### src/rtl/branch_redirect_ctrl_if.sv
// Branch-resolution and fetch-redirect signals between EX, the redirect controller and fetch.
// slave = controller view; master = EX/fetch view.
interface branch_redirect_ctrl_if #(
    parameter int XLEN = 32
);
    // Both channels are valid/ready: a transfer happens on a cycle where valid and ready
    // are both high. A valid source holds its payload until then. ready may be asserted
    // before valid; it may also depend on valid.
    logic            ex_valid;
    logic            ex_ready;
    logic            ex_br_taken;
    logic [XLEN-1:0] ex_pc;
    logic [XLEN-1:0] ex_br_target;
    logic            ex_pred_taken;
    logic [XLEN-1:0] ex_pred_target;
    logic            redir_valid;
    logic [XLEN-1:0] redir_pc;
    logic            redir_ready;

    modport slave (
        input  ex_valid, ex_br_taken, ex_pc, ex_br_target, ex_pred_taken, ex_pred_target,
        input  redir_ready,
        output ex_ready, redir_valid, redir_pc
    );

    modport master (
        output ex_valid, ex_br_taken, ex_pc, ex_br_target, ex_pred_taken, ex_pred_target,
        output redir_ready,
        input  ex_ready, redir_valid, redir_pc
    );
endinterface

### src/rtl/branch_redirect_ctrl.sv
// Mispredict detection and fetch-redirect / pipeline-flush sequencing.
// Optional BR_PERF_CNT_EN adds resolution and mispredict counters.
module branch_redirect_ctrl #(
    parameter int XLEN         = 32,
    parameter int FLUSH_CYCLES = 1
) (
    input  logic                   clk,
    input  logic                   rst_n,
    branch_redirect_ctrl_if.slave  bus,
    output logic                   flush_if_id,
    output logic                   flush_id_ex,
    output logic [31:0]            br_cnt,
    output logic [31:0]            mispred_cnt,
    output logic [1:0]             dbg_state
);
    typedef enum logic [1:0] {
        S_IDLE     = 2'd0,
        S_REDIRECT = 2'd1,
        S_FLUSH    = 2'd2
    } state_t;

    localparam logic [2:0] FLUSH_LEN = 3'(FLUSH_CYCLES);

    state_t          state_q;
    logic [2:0]      cnt_q;
    logic [XLEN-1:0] redir_pc_q;
    logic            redir_valid_q;
    logic            flush_if_id_q;
    logic            flush_id_ex_q;

    logic            accept;
    logic            mispred;
    logic [XLEN-1:0] correct_pc;

    assign bus.ex_ready = (state_q == S_IDLE);
    assign accept       = bus.ex_valid & bus.ex_ready;
    assign correct_pc   = bus.ex_br_taken ? bus.ex_br_target : bus.ex_pc + XLEN'(4);
    // The predicted target only matters when the branch really was taken.
    assign mispred      = (bus.ex_br_taken != bus.ex_pred_taken) |
                          (bus.ex_br_taken & (bus.ex_br_target != bus.ex_pred_target));

    always_ff @(posedge clk or negedge rst_n) begin
        if (!rst_n) begin
            state_q       <= S_IDLE;
            cnt_q         <= '0;
            redir_pc_q    <= '0;
            redir_valid_q <= 1'b0;
            flush_if_id_q <= 1'b0;
            flush_id_ex_q <= 1'b0;
        end else begin
            case (state_q)
                S_IDLE: begin
                    if (accept && mispred) begin
                        state_q       <= S_REDIRECT;
                        redir_pc_q    <= correct_pc;
                        redir_valid_q <= 1'b1;
                        flush_if_id_q <= 1'b1;
                        flush_id_ex_q <= 1'b1;
                    end
                end
                S_REDIRECT: begin
                    if (bus.redir_ready) begin
                        redir_valid_q <= 1'b0;
                        flush_id_ex_q <= 1'b0;
                        if (FLUSH_LEN != 3'd0) begin
                            state_q       <= S_FLUSH;
                            cnt_q         <= FLUSH_LEN;
                            flush_if_id_q <= 1'b1;
                        end else begin
                            state_q       <= S_IDLE;
                            flush_if_id_q <= 1'b0;
                        end
                    end
                end
                S_FLUSH: begin
                    // cnt_q holds the FLUSH cycles still to run, including this one.
                    if (cnt_q <= 3'd1) begin
                        state_q       <= S_IDLE;
                        cnt_q         <= '0;
                        flush_if_id_q <= 1'b0;
                    end else begin
                        cnt_q <= cnt_q - 3'd1;
                    end
                end
                default: begin
                    state_q       <= S_IDLE;
                    cnt_q         <= '0;
                    redir_valid_q <= 1'b0;
                    flush_if_id_q <= 1'b0;
                    flush_id_ex_q <= 1'b0;
                end
            endcase
        end
    end

    assign bus.redir_valid = redir_valid_q;
    assign bus.redir_pc    = redir_pc_q;
    assign flush_if_id     = flush_if_id_q;
    assign flush_id_ex     = flush_id_ex_q;
    assign dbg_state       = state_q;

`ifdef BR_PERF_CNT_EN
    logic [31:0] br_cnt_q;
    logic [31:0] mispred_cnt_q;

    always_ff @(posedge clk or negedge rst_n) begin
        if (!rst_n) begin
            br_cnt_q      <= '0;
            mispred_cnt_q <= '0;
        end else if (accept) begin
            br_cnt_q <= br_cnt_q + 32'd1;
            if (mispred) mispred_cnt_q <= mispred_cnt_q + 32'd1;
        end
    end

    assign br_cnt      = br_cnt_q;
    assign mispred_cnt = mispred_cnt_q;
`else
    assign br_cnt      = 32'd0;
    assign mispred_cnt = 32'd0;
`endif
endmodule

### src/flat_wrapper.sv
// flat-port wrapper written by rule: the top's interface ports become plain ports
module branch_redirect_ctrl_flat 
#(
    parameter int XLEN         = 32,
    parameter int FLUSH_CYCLES = 1
)
  (clk, rst_n, flush_if_id, flush_id_ex, br_cnt, mispred_cnt, dbg_state, bus_ex_valid, bus_ex_br_taken, bus_ex_pc, bus_ex_br_target, bus_ex_pred_taken, bus_ex_pred_target, bus_redir_ready, bus_ex_ready, bus_redir_valid, bus_redir_pc);
  branch_redirect_ctrl_if #(.XLEN(XLEN)) bus_i ();
  input  logic clk;
  input  logic rst_n;
  output logic flush_if_id;
  output logic flush_id_ex;
  output logic [31:0] br_cnt;
  output logic [31:0] mispred_cnt;
  output logic [1:0] dbg_state;
  input wire logic [$bits(bus_i.ex_valid)-1:0] bus_ex_valid;
  input wire logic [$bits(bus_i.ex_br_taken)-1:0] bus_ex_br_taken;
  input wire logic [$bits(bus_i.ex_pc)-1:0] bus_ex_pc;
  input wire logic [$bits(bus_i.ex_br_target)-1:0] bus_ex_br_target;
  input wire logic [$bits(bus_i.ex_pred_taken)-1:0] bus_ex_pred_taken;
  input wire logic [$bits(bus_i.ex_pred_target)-1:0] bus_ex_pred_target;
  input wire logic [$bits(bus_i.redir_ready)-1:0] bus_redir_ready;
  output wire logic [$bits(bus_i.ex_ready)-1:0] bus_ex_ready;
  output wire logic [$bits(bus_i.redir_valid)-1:0] bus_redir_valid;
  output wire logic [$bits(bus_i.redir_pc)-1:0] bus_redir_pc;
  assign bus_i.ex_valid = bus_ex_valid;
  assign bus_i.ex_br_taken = bus_ex_br_taken;
  assign bus_i.ex_pc = bus_ex_pc;
  assign bus_i.ex_br_target = bus_ex_br_target;
  assign bus_i.ex_pred_taken = bus_ex_pred_taken;
  assign bus_i.ex_pred_target = bus_ex_pred_target;
  assign bus_i.redir_ready = bus_redir_ready;
  assign bus_ex_ready = bus_i.ex_ready;
  assign bus_redir_valid = bus_i.redir_valid;
  assign bus_redir_pc = bus_i.redir_pc;
  branch_redirect_ctrl #(.XLEN(XLEN), .FLUSH_CYCLES(FLUSH_CYCLES)) u_core (.clk(clk), .rst_n(rst_n), .bus(bus_i), .flush_if_id(flush_if_id), .flush_id_ex(flush_id_ex), .br_cnt(br_cnt), .mispred_cnt(mispred_cnt), .dbg_state(dbg_state));
endmodule
### config.mk
export PLATFORM = sky130hd
export DESIGN_NAME = branch_redirect_ctrl_flat
export DESIGN_NICKNAME = d
export VERILOG_FILES = /design/src/rtl/branch_redirect_ctrl_if.sv /design/src/rtl/branch_redirect_ctrl.sv /design/src/flat_wrapper.sv
export SDC_FILE = /design/constraint.sdc
export NUM_CORES = 1
export LEC_CHECK = 0
export ABC_AREA = 1
export CORE_MARGIN = 2
export CORE_UTILIZATION = 29
export CTS_BUF_LIST = sky130_fd_sc_hd__clkbuf_4
export CTS_CLUSTER_DIAMETER = 120
export DETAILED_ROUTE_END_ITERATION = 7
export HOLD_SLACK_MARGIN = 0.06
export PLACE_DENSITY = 0.72
export SYNTH_ARGS = -nofsm -noshare
export SYNTH_HDL_FRONTEND = slang
export SYNTH_SLANG_ARGS = --single-unit
### constraint.sdc
create_clock -name clk -period 1.5 [get_ports clk]
set_input_delay 0.3 -clock clk [delete_from_list [all_inputs] [get_ports clk]]
set_output_delay 0.3 -clock clk [all_outputs]
set_load 0.05 [all_outputs]
==> flow_summary.ini, run 1 <==
[status]
status = finished, violations left
violations = setup timing

[worst_setup_path]
cp.required_ns = 1.20
r2r_cells = 10
path_buf_inv = 3
crit_chain = inv_2, ha_4, buf_6, buf_12
critPathTopFamily = flip-flops
reg2reg_from = u_core.dbg_state[0]
startpoint_type = flop
critical_path.endpoint = bus_ex_ready
path_depth = 4
crit_path_start = u_core.dbg_state[0]
arrival_ns = 1.23
reg2reg_slack_ns = -0.01
slowest_delay_ns = 0.44
worstReg2RegEnd = u_core.bus.redir_pc[31]
crit_type = flop to primary output
crit_fanout = 3
cp-end-kind = primary output
crit_path_top_delay_cell = dfrtp_2

[clocking]
ctsHtreeMaxLevel = 2
cts_sinks = 39
clk_pin_slew_ns = 0.12
clk_path_buf_depth = 2
clkLatencyLatePin_ns = 0.35
cts-root-buf = clkbuf_4
cts_tree = built
cts_inserted_buffers = 5

[layout]
fillers = 1212
nNetsFinal = 961
drive_above_1_share = 0.321
final_cells = 1028
area_delta_synth_final_pct = 79.2
fin_util = 0.537
stdcell_area_sq_mm = 0.00686

[drt]
drtIter0Drc = 177
drtPass1Iterations = 4
antenna_left = 0
vias = 4424
drt_wl_total_microns = 13700
wl_per_cell_microns = 13.3
via_per_inst = 4.30
drcViolationCount = 0

[floorplan]
initial_core_util = 0.300
coreArea_sq_mm = 0.0128
die_h_microns = 119
placementRows = 41
fp.dieW_microns = 119
ioPinCount = 204
dieArea_sq_mm = 0.0141

[timing]
hold-worst-slack_ns = 0.330
timing.final.crit_share = 1.02
fin_ws_ns = -0.0348
finalHoldViolCount = 0
setup_viol = 7
grt_setup_unrepaired = yes
fin_crit_ns = 1.53
report.final.slew_viol_count = 0
max_freq_mhz = 652
fin_skew_ns = 0.00232
tns_ns = -0.131

[logic_synthesis]
seq_area_frac_synth = 0.255
synth_seq_cells = 39
yosysTopAreaCellShare = 0.255
ys.flop_type = dfrtp_1
yosysTopAreaCell = dfrtp_1
syn_area_per_cell_sq_um = 6.30
synthCells = 608
synth.area.top_cells = dfrtp_1 (25%), nand2_1 (23%), buf_4 (13%), inv_1 (6.3%), nor2_1 (5.1%)
ys_async_sr_fraction = 1.00
syn_area_sq_mm = 0.00383
synth_edf_count = 0
ys_warn_count = 0
ys_types = 39

[global_route]
antenna_found_initial = 2
track_usage = 0.188
grt_overflow = 0
grt_pass1_wl_microns = 21300
grt_pass1_vias = 4398
grt_max_degree = 40

[power]
p_per_area_mw_per_mm2 = 1410
ir_drop_mv = 0.544
p_leak_nw = 3.55
power_mw = 9.68

[place]
place_inst = 990
gp_congestion = 0.893
dpl.hpwl_microns = 10700
dpl_cell_area_sq_mm = 0.00616
port_buffers = 139
dp_slack_ns = -0.717

[flow_run]
maxCapViolations = 0

[hold_path]
hold_class = input pin to flop
synth_stat cells (3+ instances only):
master and instances:
buf_4 66, buf_6 3, clkbuf_1 6, dfrtp_1 39, ha_1 6, inv_1 64
nand2_1 231, nand2_2 11, nand3_1 21, nand3b_1 4, nand4_1 5, nor2_1 52
nor3_1 8, o21ai_0 35, o22ai_1 3, or2_2 3, xnor2_1 13, xor2_1 14
state kept, by name (all words and copies together), names as in the netlist:
| signal | cells |
|---|---|
| u_core.bus.redir_pc | 32 |
| u_core.dbg_state | 2 |
| u_core.flush_if_id | 1 |
| u_core.bus.redir_valid | 1 |
| u_core.cnt_q | 3 |
cell type report:
type,count,area [sq um],share of cell area
Timing Repair Buffer,253,2710,0.395
Multi-Input combinational cell,489,2620,0.382
Sequential cell,39,978,0.143
Inverter,65,251,0.0367
Tap cell,172,215,0.0314
Clock inverter,3,38.8,0.00565
Clock buffer,5,37.5,0.00547
Antenna cell,2,5.00,0.000730
layout by cell type (no fill, tap or decap), drive strengths merged, types with 5 or more instances in the layout:
| cell type | netlist | routed |
|---|---|---|
| clkdlybuf4s50 | 0 | 11 |
| or2 | 5 | 5 |
| clkbuf | 6 | 9 |
| dfrtp | 39 | 39 |
| inv | 65 | 65 |
| xor2 | 14 | 14 |
| nor3 | 9 | 9 |
| ha | 6 | 6 |
| nor2 | 54 | 54 |
| xnor2 | 13 | 13 |
| conb | 1 | 64 |
| nand4 | 5 | 5 |
| buf | 72 | 150 |
| clkdlybuf4s15 | 0 | 7 |
| o21ai | 36 | 36 |
| nand2 | 242 | 242 |
| nand3 | 24 | 24 |
| dlygate4sd2 | 0 | 75 |
| dlymetal6s2s | 0 | 5 |
what timing repair did:
item,4_1_cts,5_1_grt
pin swaps,55,23
gates cloned,3,2
endpoints found under the setup margin,38,40
resized for setup,172,52
hold endpoints to repair,39,0
setup buffers,20,4
hold buffers,1,0
worst register-to-register path: cells and delay by family, from the launching register on:
kind / cells / cell delay (ns)
adders and majority gates: 1 / 0.13
DFF: 1 / 0.44
and+or+nand+nor: 4 / 0.32
buffers and inverters: 5 / 0.52
power by group:
group / internal [mW] / switching [mW]
combinational: 3.17 / 3.69
sequential: 1.53 / 0.592
clock: 0.343 / 0.355
total: 5.04 / 4.64
how the worst min path moves through the flow:
| stage | from | endpoint | depth (start not counted) |
|---|---|---|---|
| after floorplan | rst_n | u_core.bus.redir_pc[0] | 0 |
| after global placement | rst_n | u_core.bus.redir_pc[0] | 2 |
| after detailed placement | rst_n | u_core.bus.redir_pc[0] | 2 |
| after CTS | bus_ex_br_target[30] | u_core.bus.redir_pc[30] | 3 |
| after global routing | bus_ex_br_target[9] | u_core.bus.redir_pc[9] | 5 |
| final | bus_ex_br_target[9] | u_core.bus.redir_pc[9] | 5 |
cell families after synthesis:
group | after synthesis | synth area share
buffers and inverters | 143 | 0.216
adder cells (fa/ha/maj) | 6 | 0.0196
AND/OR/NAND/NOR | 346 | 0.380
other | 1 | 0.000979
multiplexers | 1 | 0.00261
XOR/XNOR | 27 | 0.0618
flip-flops | 39 | 0.255
AO/OA/AOI/OAI | 45 | 0.0647
per-layer routing:
| metal | part of all wire | global-route usage | vias up | wire, microns |
|---|---|---|---|---|
| met2 | 0.52 | 0.349 | 151 | 7130 |
| met4 | 0.016 | 0.0521 | 0 | 219 |
| met3 | 0.064 | 0.0326 | 18 | 878 |
| met5 | 0 | 0 | - | 0 |
| met1 | 0.40 | 0.221 | 2020 | 5450 |
| li1 | - | - | 2235 | - |
(Power assumes the default switching activity.)
==> run 2: changes to the inputs <==
--- a/config.mk
+++ b/config.mk
@@ -12,7 +12,7 @@
 export CTS_CLUSTER_DIAMETER = 120
 export DETAILED_ROUTE_END_ITERATION = 7
 export HOLD_SLACK_MARGIN = 0.06
-export PLACE_DENSITY = 0.72
+export PLACE_DENSITY = 0.63
 export SYNTH_ARGS = -nofsm -noshare
 export SYNTH_HDL_FRONTEND = slang
 export SYNTH_SLANG_ARGS = --single-unit
==> run 2 against run 1 <==
- first-iteration DRC count rose by 36%
- the flow still finishes with violations (setup timing)
- cell count is 0.29% lower
- global-route usage fell by 0.60 points
- largest cell class is now multi-input gates
- combinational power shrank 3%
==> flow_summary.ini, run 2 (synthesis gave the netlist of run 1 again) <==
[drt]
antenna_left = 0
wl_per_cell_microns = 13.0
vias = 4356
drtPass1Iterations = 7
drcViolationCount = 0
via_per_inst = 4.25
drt_wl_total_microns = 13400
drtIter0Drc = 240

[layout]
seq_area_sq_um = 978
nNetsFinal = 959
final_common_cell = nand2_1
stdcell_area_sq_mm = 0.00675
multi_input_area_sq_mm = 0.00265
largest_reg_flops = 32
final_cells = 1025
area_delta_synth_final_pct = 76.3
fillers = 1259
drive_above_1_share = 0.327
final_cell_mix = nand2_1 (203), buf_4 (102), conb_1 (64), dlygate4sd2_1 (57), inv_1 (49)
fin_util = 0.528

[status]
violations = setup timing
status = finished, violations left

[worst_setup_path]
cp.required_ns = 1.20
crit_chain = inv_2, ha_4, buf_6, buf_12
crit_path_top_delay_cell = dfrtp_2
slowest_delay_ns = 0.44
crit_fanout = 3
crit_path_start = u_core.dbg_state[0]
startpoint_type = flop
arrival_ns = 1.21
reg2reg_from = u_core.dbg_state[0]
crit_type = flop to primary output
cp-end-kind = primary output

[flow_run]
maxCapViolations = 0

[floorplan]
ioPinCount = 204
die_h_microns = 119
initial_core_util = 0.300
fp.dieW_microns = 119
coreArea_sq_mm = 0.0128
placementRows = 41
dieArea_sq_mm = 0.0141

[clocking]
clk_path_buf_depth = 2
clkLatencyLatePin_ns = 0.34
ctsHtreeMaxLevel = 2
clk_pin_slew_ns = 0.12
cts_sinks = 39
cts_inserted_buffers = 5
cts_tree = built
cts-root-buf = clkbuf_4

[timing]
finalHoldViolCount = 0
max_freq_mhz = 662
hold-worst-slack_ns = 0.375
fin_crit_ns = 1.51
fin_skew_ns = 0.00500
report.final.slew_viol_count = 0
setup_viol = 1
timing.final.crit_share = 1.01
tns_ns = -0.00960
fin_ws_ns = -0.00960
grt_setup_unrepaired = yes

[hold_path]
hold_class = input pin to flop
hold_start = bus_ex_pc[28]

[place]
place_inst = 997
dpl.hpwl_microns = 10800
dp_slack_ns = -0.679
dpl_cell_area_sq_mm = 0.00620
gp_congestion = 0.891
port_buffers = 139

[power]
power_mw = 9.27
p_per_area_mw_per_mm2 = 1370
ir_drop_mv = 0.575
p_leak_nw = 3.55

[global_route]
grt_pass1_vias = 4125
grt_pass1_wl_microns = 20500
grt_max_degree = 29
track_usage = 0.182
grt_overflow = 0
antenna_found_initial = 2
run 2: routing by layer:
metal,vias to the layer above,track usage,part of all wire
met5,-,0,0
met3,14,0.0211,0.066
met2,145,0.319,0.50
met1,1964,0.234,0.42
met4,0,0.0551,0.018
li1,2233,-,-
run 2: power breakdown:
group	switching, mW	leakage (nW)	total [mW]	internal [mW]
Combinational	3.63	3.03	6.66	3.04
Clock	0.341	0.0285	0.507	0.167
Sequential	0.578	0.488	2.10	1.53
Total	4.55	3.55	9.27	4.73
run 2: path summary, 6_finish.rpt:
kind / to / slack (ns) / depth (start not counted)
max in group asynchronous: u_core.dbg_state[0] / 0.64 / 3
setup / recovery: bus_ex_ready / -0.01 / 4
setup reg to reg: u_core.cnt_q[2] / 0.02 / 8
hold / removal: u_core.bus.redir_pc[28] / 0.37 / 5
hold reg to reg: u_core.bus.redir_pc[27] / 0.54 / 2
min in group asynchronous: u_core.bus.redir_pc[31] / 0.39 / 2
run 2: cell type report:
cell class	count	area share
timing repair buffer	251	0.386
multi-input combinational	489	0.392
clock inverter	2	0.00130
clock buffer	5	0.00556
antenna	2	0.000742
tap	172	0.0319
inverter	65	0.0373
sequential	39	0.145
run 2: worst max-delay path, delay by kind of cell (launching register included):
kind / cells / cell delay [ns]
DFF: 1 / 0.44
buffers and inverters: 3 / 0.30
adders and majority gates: 1 / 0.13
run 2: what timing repair did:
action	CTS	global route
pin swaps	59	53
gates cloned	1	0
hold buffers	1	0
endpoints found under the setup margin	38	41
hold endpoints to repair	11	0
setup buffers	16	2
gates resized for setup	156	96
